<file path="src/rtl/keypad_scan_unit_if.sv">
// Keypad matrix lines plus the debounced key report, shared by the scanner
// (master) and its consumer or keypad model (slave).
interface keypad_scan_unit_if;
  logic [3:0] row;
  logic [3:0] col;
  logic [3:0] key_code;
  logic       key_valid;
  logic       key_held;

  modport master (
    input  row,
    output col,
    output key_code,
    output key_valid,
    output key_held
  );

  modport slave (
    output row,
    input  col,
    input  key_code,
    input  key_valid,
    input  key_held
  );
endinterface

</file>
<file path="src/rtl/keypad_scan_unit.sv">
// 4x4 matrix keypad scanner: one active-low column per slot, frame-level
// debounce, hex key report with press strobe and held level.
module keypad_scan_unit #(
  parameter int SCAN_DIV  = 100000,
  parameter int DEB_SCANS = 4
) (
  input  logic                clk,
  input  logic                rst,
  keypad_scan_unit_if.master  kp
);

  localparam int                SLOT_W     = (SCAN_DIV > 1) ? $clog2(SCAN_DIV) : 1;
  localparam logic [SLOT_W-1:0] SLOT_LAST  = SLOT_W'(SCAN_DIV - 1);
  localparam logic [3:0]        DEB_CNT    = 4'(DEB_SCANS);
  // Candidate: bit 4 set marks the non-key results.
  localparam logic [4:0]        CAND_NONE  = 5'h10;
  localparam logic [4:0]        CAND_MULTI = 5'h11;

  function automatic logic [3:0] key_map(input logic [1:0] r, input logic [1:0] c);
    logic [3:0] code;
    case ({r, c})
      4'h0: code = 4'h1;  4'h1: code = 4'h2;  4'h2: code = 4'h3;  4'h3: code = 4'hA;
      4'h4: code = 4'h4;  4'h5: code = 4'h5;  4'h6: code = 4'h6;  4'h7: code = 4'hB;
      4'h8: code = 4'h7;  4'h9: code = 4'h8;  4'hA: code = 4'h9;  4'hB: code = 4'hC;
      4'hC: code = 4'h0;  4'hD: code = 4'hF;  4'hE: code = 4'hE;  4'hF: code = 4'hD;
      default: code = 4'h0;
    endcase
    return code;
  endfunction

  function automatic logic [2:0] popcount4(input logic [3:0] v);
    return {2'b00, v[0]} + {2'b00, v[1]} + {2'b00, v[2]} + {2'b00, v[3]};
  endfunction

  logic [SLOT_W-1:0] slot_r;
  logic [1:0]        col_idx_r;
  logic [1:0]        col_idx_next_s;
  logic [3:0]        col_r;
  logic [3:0]        sync1_r;
  logic [3:0]        sync2_r;
  logic [1:0]        frame_hits_r;
  logic [3:0]        frame_code_r;
  logic [4:0]        prev_r;
  logic [4:0]        stable_r;
  logic [3:0]        deb_cnt_r;
  logic [3:0]        key_code_r;
  logic              key_valid_r;
  logic              key_held_r;

  logic [3:0]        pressed_s;
  logic [2:0]        col_hits_s;
  logic [3:0]        col_code_s;
  logic [2:0]        sum_hits_s;
  logic [4:0]        cand_s;
  logic [1:0]        frame_hits_next_s;
  logic [3:0]        frame_code_next_s;
  logic [3:0]        deb_cnt_next_s;
  logic              accept_s;

  assign col_idx_next_s = col_idx_r + 2'd1;

  // Slot counter and column drive.
  always_ff @(posedge clk or posedge rst) begin
    if (rst) begin
      slot_r    <= '0;
      col_idx_r <= 2'd0;
      col_r     <= 4'b1110;
    end else if (slot_r == SLOT_LAST) begin
      slot_r    <= '0;
      col_idx_r <= col_idx_next_s;
      col_r     <= ~(4'b0001 << col_idx_next_s);
    end else begin
      slot_r    <= slot_r + SLOT_W'(1);
    end
  end

  // Two-flop row synchronizer.
  always_ff @(posedge clk or posedge rst) begin
    if (rst) begin
      sync1_r <= 4'b1111;
      sync2_r <= 4'b1111;
    end else begin
      sync1_r <= kp.row;
      sync2_r <= sync1_r;
    end
  end

  // Fold the current column sample into the frame result and debounce count.
  always_comb begin
    pressed_s         = ~sync2_r;
    col_hits_s        = popcount4(pressed_s);
    col_code_s        = 4'h0;
    if (pressed_s[0])      col_code_s = key_map(2'd0, col_idx_r);
    else if (pressed_s[1]) col_code_s = key_map(2'd1, col_idx_r);
    else if (pressed_s[2]) col_code_s = key_map(2'd2, col_idx_r);
    else if (pressed_s[3]) col_code_s = key_map(2'd3, col_idx_r);
    else                   col_code_s = 4'h0;

    sum_hits_s        = {1'b0, frame_hits_r} + col_hits_s;
    frame_code_next_s = (col_hits_s == 3'd1) ? col_code_s : frame_code_r;
    frame_hits_next_s = (sum_hits_s >= 3'd2) ? 2'd2 : sum_hits_s[1:0];

    if (sum_hits_s == 3'd0)      cand_s = CAND_NONE;
    else if (sum_hits_s == 3'd1) cand_s = {1'b0, frame_code_next_s};
    else                         cand_s = CAND_MULTI;

    if (cand_s != prev_r)          deb_cnt_next_s = 4'd1;
    else if (deb_cnt_r >= DEB_CNT) deb_cnt_next_s = DEB_CNT;
    else                           deb_cnt_next_s = deb_cnt_r + 4'd1;

    accept_s = (deb_cnt_next_s == DEB_CNT) && (cand_s != CAND_MULTI) && (cand_s != stable_r);
  end

  // Frame accumulation, debounce state and key report.
  always_ff @(posedge clk or posedge rst) begin
    if (rst) begin
      frame_hits_r <= 2'd0;
      frame_code_r <= 4'h0;
      prev_r       <= CAND_NONE;
      stable_r     <= CAND_NONE;
      deb_cnt_r    <= 4'd0;
      key_code_r   <= 4'h0;
      key_valid_r  <= 1'b0;
      key_held_r   <= 1'b0;
    end else begin
      key_valid_r <= 1'b0;
      if (slot_r == SLOT_LAST) begin
        if (col_idx_r != 2'd3) begin
          frame_hits_r <= frame_hits_next_s;
          frame_code_r <= frame_code_next_s;
        end else begin
          frame_hits_r <= 2'd0;
          frame_code_r <= 4'h0;
          prev_r       <= cand_s;
          deb_cnt_r    <= deb_cnt_next_s;
          if (accept_s) begin
            stable_r <= cand_s;
            if (cand_s == CAND_NONE) begin
              key_held_r  <= 1'b0;
            end else begin
              key_code_r  <= cand_s[3:0];
              key_held_r  <= 1'b1;
              key_valid_r <= 1'b1;
            end
          end
        end
      end
    end
  end

  assign kp.col       = col_r;
  assign kp.key_code  = key_code_r;
  assign kp.key_valid = key_valid_r;
  assign kp.key_held  = key_held_r;

endmodule
</file>
<file path="src/flat_wrapper.sv">
// flat-port wrapper written by rule: the top's interface ports become plain ports
module keypad_scan_unit_flat 
#(
  parameter int SCAN_DIV  = 100000,
  parameter int DEB_SCANS = 4
)
  (clk, rst, kp_row, kp_col, kp_key_code, kp_key_valid, kp_key_held);
  keypad_scan_unit_if kp_i ();
  input  logic clk;
  input  logic rst;
  input wire logic [$bits(kp_i.row)-1:0] kp_row;
  output wire logic [$bits(kp_i.col)-1:0] kp_col;
  output wire logic [$bits(kp_i.key_code)-1:0] kp_key_code;
  output wire logic [$bits(kp_i.key_valid)-1:0] kp_key_valid;
  output wire logic [$bits(kp_i.key_held)-1:0] kp_key_held;
  assign kp_i.row = kp_row;
  assign kp_col = kp_i.col;
  assign kp_key_code = kp_i.key_code;
  assign kp_key_valid = kp_i.key_valid;
  assign kp_key_held = kp_i.key_held;
  keypad_scan_unit #(.SCAN_DIV(SCAN_DIV), .DEB_SCANS(DEB_SCANS)) u_core (.clk(clk), .rst(rst), .kp(kp_i));
endmodule
</file>
<file path="config.mk">
export PLATFORM = sky130hd
export DESIGN_NAME = keypad_scan_unit_flat
export DESIGN_NICKNAME = d
export VERILOG_FILES = /design/src/rtl/keypad_scan_unit_if.sv /design/src/rtl/keypad_scan_unit.sv /design/src/flat_wrapper.sv
export SDC_FILE = /design/constraint.sdc
export NUM_CORES = 1
export LEC_CHECK = 0
export ABC_CLOCK_PERIOD_IN_PS = 4560
export BUFFER_PORTS_ARGS = -buffer_cell sky130_fd_sc_hd__clkbuf_2
export CAP_MARGIN = 20
export CORE_ASPECT_RATIO = 0.9
export CORE_MARGIN = 2
export CORE_UTILIZATION = 60
export DETAILED_ROUTE_END_ITERATION = 6
export PLACE_DENSITY_LB_ADDON = 0.08
export SYNTH_ARGS = -nofsm -noshare
export SYNTH_HDL_FRONTEND = slang
export SYNTH_SLANG_ARGS = --single-unit
export TNS_END_PERCENT = 1
</file>
<file path="constraint.sdc">
create_clock -name clk -period 4.56 [get_ports clk]
set_input_delay 0.912 -clock clk [delete_from_list [all_inputs] [get_ports clk]]
set_output_delay 0.912 -clock clk [all_outputs]
set_load 0.01 [all_outputs]
</file>
# == Yosys cells after proc, flatten, opt, wreduce, memory -nomap -nowiden ==
# Index checks and enable logic that the tools add are counted.
# totals
ff_bits,57
output_inout_bits,10
word_cells,67
# classes
order_cmp,2
n_addsub,7
mux,21
n_eq_ne,12
n_reduce_logical,7
bitwise,4
shift,1
# op_table
cell,n
one-hot mux 4 bit (4 select lines),4
two-way mux 4 bit,8
"adder 17 x 1 -> 17 bit, second input constant",1
"equality test 17 bit, second input constant",1
two-way mux 17 bit,1
two-way mux 5 bit,2
!= test 5 bit,2
inverter 4 bit,2
adder 3 x 1 -> 3 bit,2
"equality test 3 x 1 -> 1 bit, second input constant",2
"equality test 5 bit, second input constant",1
"!= test 5 bit, second input constant",1
"adder 4 x 1 -> 4 bit, second input constant",1
"equality test 2 bit, second input constant",2
"equality test 4 x 3 -> 1 bit, second input constant",1
">= comparator 4 x 3 -> 1 bit, second input constant",1
two-way mux 1 bit,4
two-way mux 2 bit,2
AND reduction 4 bit,1
"left shift 1 x 2 -> 4 bit, first input constant",1
adder 2 x 3 -> 3 bit,1
">= comparator 3 x 2 -> 1 bit, second input constant",1
logical NOT 3 bit,1
AND reduction 3 bit,1
other kinds (8),10

# == Depth between registers and ports, before layout ==
# depth
word_depth,17
depth_mapped,13
ltp_nobuf,13

# == Worst setup path after synthesis ==
# No wires, ideal clock.
# synth_timing
kind,register -> register
start,register u_core.sync2_r[0]
end,register u_core.stable_r[3]
required_time_ps,4435
slack_ps,502
setup_time_ps,125
arrival_ps,3933
path_stages_with_launch,13
n_path_buf,0
synth_period_minus_slack_ps,4058
cell_sequence,dfstp_2 inv_1 ha_1 fa_1 ha_1 fa_1 xnor2_1 nand2_1 a211oi_1 xor2_1 or4_1 nand3_4 mux2_4
# synth_between
elab_chain_len,14
elab_cells_between_ends,20
classes_between,add/sub (4); eq/ne (6); mux (5); bitwise (1); reduce/logical (4)
# synth_rtl
item,line,rtl
from (decl),keypad_scan_unit.sv:40,logic [3:0] sync2_r;
from (signal assigned),keypad_scan_unit.sv:84,sync2_r <= sync1_r;
inverter 4 bit *,keypad_scan_unit.sv:90,pressed_s = ~sync2_r;
adder 1 x 1 -> 2 bit,keypad_scan_unit.sv:32,"return {2'b00, v[0]} + {2'b00, v[1]} + {2'b00, v[2]} + {2'b00, v[3]};"
adder 3 x 1 -> 3 bit (2 in a row),keypad_scan_unit.sv:32,
adder 2 x 3 -> 3 bit or equality test 3 x 1 -> 1 bit (tied branches),"keypad_scan_unit.sv:99, keypad_scan_unit.sv:100",
equality test 3 x 1 -> 1 bit or two-way mux 4 bit (tied branches),"keypad_scan_unit.sv:104, keypad_scan_unit.sv:100",
two-way mux 5 bit,keypad_scan_unit.sv:104,"else if (sum_hits_s == 3'd1) cand_s = {1'b0, frame_code_next_s};"
two-way mux 5 bit *,keypad_scan_unit.sv:103,if (sum_hits_s == 3'd0) cand_s = CAND_NONE;
!= test 5 bit,keypad_scan_unit.sv:107,if (cand_s != prev_r) deb_cnt_next_s = 4'd1;
two-way mux 4 bit,keypad_scan_unit.sv:107,
equality test 4 x 3 -> 1 bit,keypad_scan_unit.sv:111,accept_s = (deb_cnt_next_s == DEB_CNT) && (cand_s != CAND_MULTI) && (cand_s != stable_r);
logical AND 1 bit (2 in a row),keypad_scan_unit.sv:111,
AND reduction 3 bit (no line),n/a,
to (signal assigned),keypad_scan_unit.sv:137,stable_r <= cand_s;
to (decl),keypad_scan_unit.sv:44,logic [4:0] stable_r;
# Mark *: on every way between the ends. The rest lies on a longest branch, timed or not.
# A chain may end at the register's enable or synchronous reset.

# == Worst setup path after layout ==
# layout_timing
start,register u_core.sync2_r[1]
end,"register u_core.key_code_r[0], in the netlist u_core.kp.key_code[0]"
# layout_between
elab_chain_len,14
elab_cells_between_ends,23
classes_between,add/sub (4); eq/ne (7); mux (6); bitwise (2); reduce/logical (4)
# layout_rtl
item,line,rtl
inverter 4 bit *,keypad_scan_unit.sv:90,
adder 1 x 1 -> 2 bit,keypad_scan_unit.sv:32,
adder 3 x 1 -> 3 bit (2 in a row),keypad_scan_unit.sv:32,
adder 2 x 3 -> 3 bit or equality test 3 x 1 -> 1 bit (tied branches),"keypad_scan_unit.sv:99, keypad_scan_unit.sv:100",
equality test 3 x 1 -> 1 bit or two-way mux 4 bit (tied branches),"keypad_scan_unit.sv:104, keypad_scan_unit.sv:100",
two-way mux 5 bit,keypad_scan_unit.sv:104,
two-way mux 5 bit *,keypad_scan_unit.sv:103,
!= test 5 bit,keypad_scan_unit.sv:107,
two-way mux 4 bit,keypad_scan_unit.sv:107,
equality test 4 x 3 -> 1 bit,keypad_scan_unit.sv:111,
logical AND 1 bit (2 in a row),keypad_scan_unit.sv:111,
AND reduction 4 bit (no line),n/a,
to (signal assigned),keypad_scan_unit.sv:141,key_code_r <= cand_s[3:0];
to (decl),keypad_scan_unit.sv:46,logic [3:0] key_code_r;
# Marked as above.

==> flow_results.xml <==
<?xml version="1.0" encoding="UTF-8"?>
<metrics>
  <group name="worst_setup_path">
    <metric name="worst_path_dominant_cell_family" unit="">adder cells</metric>
    <metric name="timing.critical_path.from_type" unit="">flop</metric>
    <metric name="timing.critical_path.slowest_cell_delay" unit="ns">0.56</metric>
    <metric name="worst_ep_required_time" unit="ns">4.77</metric>
    <metric name="cp_num_buf_inv" unit="">1</metric>
    <metric name="worst-setup-path-type" unit="">flop to flop</metric>
    <metric name="path_max_fanout" unit="">9</metric>
    <metric name="timing.critical_path.slowest_stage_cell" unit="">sky130_fd_sc_hd__dfstp_2</metric>
    <metric name="critical_path.endpoint_type" unit="">flop</metric>
    <metric name="arrival" unit="ns">4.45</metric>
    <metric name="cp_cell_sequence" unit="">inv_1 -&gt; ha_1 -&gt; fa_1 -&gt; ha_1 -&gt; fa_1 -&gt; xnor2_1 -&gt; nand2_1 -&gt; or4b_1 -&gt; a31oi_1 -&gt; and4b_4 -&gt; nand3_1 -&gt; a32o_1</metric>
  </group>
  <group name="detailed_routing">
    <metric name="drt-wirelength-per-cell" unit="µm">14.1</metric>
    <metric name="remaining_drc_errors" unit="">0</metric>
    <metric name="via_count" unit="">1908</metric>
    <metric name="post_drt_via_cell_ratio" unit="">5.36</metric>
    <metric name="drt_iter0_markers" unit="">124</metric>
    <metric name="wirelength" unit="µm">5020</metric>
    <metric name="detailedRoute.firstPassIterationCount" unit="">4</metric>
    <metric name="antenna_violating_nets_post_route" unit="">0</metric>
  </group>
  <group name="logic_synthesis">
    <metric name="synth_enable_flop_cells" unit="">0</metric>
    <metric name="post_synth_inst_count" unit="">266</metric>
    <metric name="synth_warnings" unit="">0</metric>
    <metric name="async_reset_ff_frac" unit="">1.00</metric>
    <metric name="synth_top_flop_cell" unit="">sky130_fd_sc_hd__dfrtp_1</metric>
    <metric name="post_synth_instance_area" unit="µm²">2790</metric>
    <metric name="ys_types" unit="">52</metric>
    <metric name="seq_area_frac_synth" unit="">0.517</metric>
    <metric name="syn_area_per_cell" unit="µm²">10.5</metric>
    <metric name="number_of_storage_elements_in_the_synthesis_netlist" unit="">57</metric>
    <metric name="synth_fp_nets" unit="">286</metric>
  </group>
  <group name="power_and_ir_drop">
    <metric name="vdd_ir_drop_max" unit="mV">0.243</metric>
    <metric name="post-layout-total-power" unit="mW">1.05</metric>
    <metric name="total_switching_power" unit="mW">0.241</metric>
    <metric name="clkPwrFrac" unit="">0.428</metric>
    <metric name="power.share.switching" unit="">0.229</metric>
    <metric name="pwr-share-comb" unit="">0.082</metric>
    <metric name="pwr_density_cell" unit="nW/µm²">335</metric>
    <metric name="leakage" unit="nW">1.45</metric>
    <metric name="seq_power_share" unit="">0.490</metric>
    <metric name="p_int" unit="mW">0.810</metric>
  </group>
  <group name="sta">
    <metric name="final-hold-violation-count" unit="">0</metric>
    <metric name="timing.fmax" unit="GHz">0.236</metric>
    <metric name="timing_worst_slew_pin_value" unit="ns">0.771</metric>
    <metric name="timing.final.setup_violations" unit="">0</metric>
    <metric name="timing.final.crit_share" unit="">0.930</metric>
    <metric name="final_critical_path_setup_slack" unit="ns">0.318</metric>
    <metric name="finalHoldWorstSlack" unit="ns">0.358</metric>
    <metric name="grt_setup_unrepaired" unit="">false</metric>
    <metric name="maxSlewViolCount" unit="">0</metric>
    <metric name="fin_worst_skew" unit="ns">0.00584</metric>
    <metric name="setup_tns" unit="ns">0</metric>
    <metric name="max-slew-margin-rel" unit="">0.484</metric>
    <metric name="time_the_worst_path_needs_with_i_o_delays_and_setup" unit="ns">4.24</metric>
  </group>
  <group name="floorplanning">
    <metric name="die-height" unit="µm">68.7</metric>
    <metric name="floorplan.die.width" unit="µm">75.9</metric>
    <metric name="design.die.area" unit="µm²">5210</metric>
    <metric name="initial_core_util" unit="">0.626</metric>
    <metric name="num_rows" unit="">23</metric>
    <metric name="io_pins" unit="">16</metric>
    <metric name="core" unit="µm²">4460</metric>
  </group>
  <group name="clocking">
    <metric name="h-tree-depth" unit="">3</metric>
    <metric name="cts_tree" unit="">built</metric>
    <metric name="cts-root-buf" unit="">sky130_fd_sc_hd__clkbuf_8</metric>
    <metric name="ctsLongestPathBuffers" unit="">2</metric>
    <metric name="post-cts-setup-buffer-count" unit="">0</metric>
    <metric name="post_cts_resized" unit="">0</metric>
    <metric name="tritoncts.num_buffers" unit="">9</metric>
    <metric name="clock_sink_count" unit="">57</metric>
    <metric name="clk_transition_reported_paths" unit="ns">0.06</metric>
    <metric name="cts_hold_buffers" unit="">0</metric>
    <metric name="clock_insertion_delay_worst_skew" unit="ns">0.33</metric>
  </group>
  <group name="worst_hold_path">
    <metric name="min-delay-path-class" unit="">flop to flop</metric>
  </group>
  <group name="placement">
    <metric name="detailedPlace.worstSlack" unit="ns">0.348</metric>
    <metric name="placement.cell_area" unit="µm²">2950</metric>
    <metric name="place.detailed.instances" unit="">340</metric>
    <metric name="detailedPlacementHpwl" unit="µm">3520</metric>
    <metric name="buffer_ports.inserted" unit="">15</metric>
    <metric name="globalplace.congestion" unit="">0.852</metric>
  </group>
  <group name="global_route">
    <metric name="largest_net_degree_at_the_start_of_global_routing" unit="">36</metric>
    <metric name="first_global_vias" unit="">1791</metric>
    <metric name="total_grt_overflow" unit="">0</metric>
    <metric name="grt_pass1_wl" unit="µm">8430</metric>
    <metric name="globalRouteTotalUtil" unit="">0.226</metric>
    <metric name="grt_antenna_before_repair" unit="">0</metric>
  </group>
  <group name="finish">
    <metric name="final_cell_count_without_fillers" unit="">356</metric>
    <metric name="postLayoutCoreUtil" unit="">0.703</metric>
    <metric name="post_route_cells_drive_above_1_share" unit="">0.190</metric>
    <metric name="design_area" unit="µm²">3140</metric>
    <metric name="synthToLayoutAreaGrowth" unit="%">12.3</metric>
    <metric name="antennaDiodeCount" unit="">0</metric>
    <metric name="nets" unit="">309</metric>
  </group>
  <group name="status">
    <metric name="run_status" unit="">completed</metric>
  </group>
  <group name="run">
    <metric name="max_cap_viol_count" unit="">0</metric>
  </group>
</metrics>
## synth_stat cells, drive strengths merged, types with 5 or more instances
master / instances / area, µm²
dfrtp: 44 / 1100
nand2: 29 / 109
o21ai: 18 / 90.1
nor2: 17 / 63.8
inv: 15 / 56.3
dfstp: 13 / 342
xnor2: 13 / 114
ha: 12 / 150
nand3: 12 / 72.6
a21oi: 8 / 40.0
nor3: 7 / 35.0
xor2: 7 / 61.3
and2: 6 / 37.5
clkbuf: 6 / 22.5
o31ai: 5 / 37.5
## layer usage
layer	vias to the layer above	global-route usage	part of all wire
met5	-	0	0
li1	972	-	-
met4	0	0.0855	0.013
met1	900	0.305	0.49
met2	32	0.327	0.45
met3	4	0.0916	0.044
## cell families (layout without fill, tap and decap cells)
logic type / Yosys count / count (layout) / share of synthesized area
and+or+nand+nor: 100 / 100 / 0.191
AOI/OAI and AO/OA: 49 / 49 / 0.114
xor gates and xnor gates: 20 / 20 / 0.0628
adders and majority gates: 14 / 14 / 0.0681
muxes: 4 / 4 / 0.0179
DFF: 57 / 57 / 0.517
buffers and inverters: 22 / 50 / 0.0300
## worst register-to-register path, cell delays in order (launching register included)
cell,delay [ns]
sky130_fd_sc_hd__dfstp_2,0.56
sky130_fd_sc_hd__inv_1,0.08
sky130_fd_sc_hd__ha_1,0.29
sky130_fd_sc_hd__fa_1,0.39
sky130_fd_sc_hd__ha_1,0.33
sky130_fd_sc_hd__fa_1,0.45
sky130_fd_sc_hd__xnor2_1,0.22
sky130_fd_sc_hd__nand2_1,0.23
sky130_fd_sc_hd__or4b_1,0.56
sky130_fd_sc_hd__a31oi_1,0.21
sky130_fd_sc_hd__and4b_4,0.31
sky130_fd_sc_hd__nand3_1,0.21
sky130_fd_sc_hd__a32o_1,0.28
## worst paths after layout
path,from,to,slack [ns],cells past startpoint
setup / recovery,u_core.sync2_r[1]$_DFF_PP1_,u_core.kp.key_code[0]$_DFFE_PP0P_,0.32,12
hold / removal,u_core.sync1_r[1]$_DFF_PP1_,u_core.sync2_r[1]$_DFF_PP1_,0.36,0
setup reg to reg,u_core.sync2_r[1]$_DFF_PP1_,u_core.kp.key_code[0]$_DFFE_PP0P_,0.32,12
hold reg to reg,u_core.sync1_r[1]$_DFF_PP1_,u_core.sync2_r[1]$_DFF_PP1_,0.36,0
max in group asynchronous,rst,u_core.kp.col[2]$_DFFE_PP1N_,3.15,3
min in group asynchronous,rst,u_core.slot_r[3]$_DFF_PP0_,0.58,2
## state kept, by name, summed over array words and instances (netlist names)
register,flops
u_core.kp.key_valid,1
u_core.col_idx_r,2
u_core.stable_r,5
u_core.sync1_r,4
u_core.frame_code_r,4
u_core.slot_r,17
u_core.sync2_r,4
u_core.kp.col,4
u_core.prev_r,5
u_core.kp.key_held,1
u_core.kp.key_code,4
u_core.deb_cnt_r,4
u_core.frame_hits_r,2
## layout by cell type (no fill, tap or decap), types with 5 or more instances in the layout
cell	instances
sky130_fd_sc_hd__a21oi_1	8
sky130_fd_sc_hd__o21ai_0	17
sky130_fd_sc_hd__nor3_1	7
sky130_fd_sc_hd__inv_1	14
sky130_fd_sc_hd__xnor2_1	13
sky130_fd_sc_hd__nand2_1	29
sky130_fd_sc_hd__nor2_1	17
sky130_fd_sc_hd__clkbuf_8	10
sky130_fd_sc_hd__dfstp_2	13
sky130_fd_sc_hd__o31ai_1	5
sky130_fd_sc_hd__nand3_1	11
sky130_fd_sc_hd__clkbuf_2	15
sky130_fd_sc_hd__ha_1	12
sky130_fd_sc_hd__and2_1	6
sky130_fd_sc_hd__dfrtp_1	44
sky130_fd_sc_hd__xor2_1	7
## power by group through the flow
| stage | Combinational [mW] | Sequential (mW) | Clock (mW) |
|---|---|---|---|
| after detailed placement | 0.0856 | 0.524 | 0 |
| after global placement | 0.0851 | 0.524 | 0 |
| after floorplan | 0.0613 | 0.523 | 0 |
| final | 0.0866 | 0.515 | 0.450 |
| after global routing | 0.0974 | 0.515 | 0.486 |
| after CTS | 0.0866 | 0.515 | 0.466 |
## layout make-up
class	count	area, µm²
well taps	62	77.6
clock inverters	3	40.0
flip-flops and latches	57	1440
clock buffers	13	149
fillers	327	1330
repair buffers	19	105
inverters	15	56.3
multi-input cells	187	1260
(Power assumes the default switching activity.)
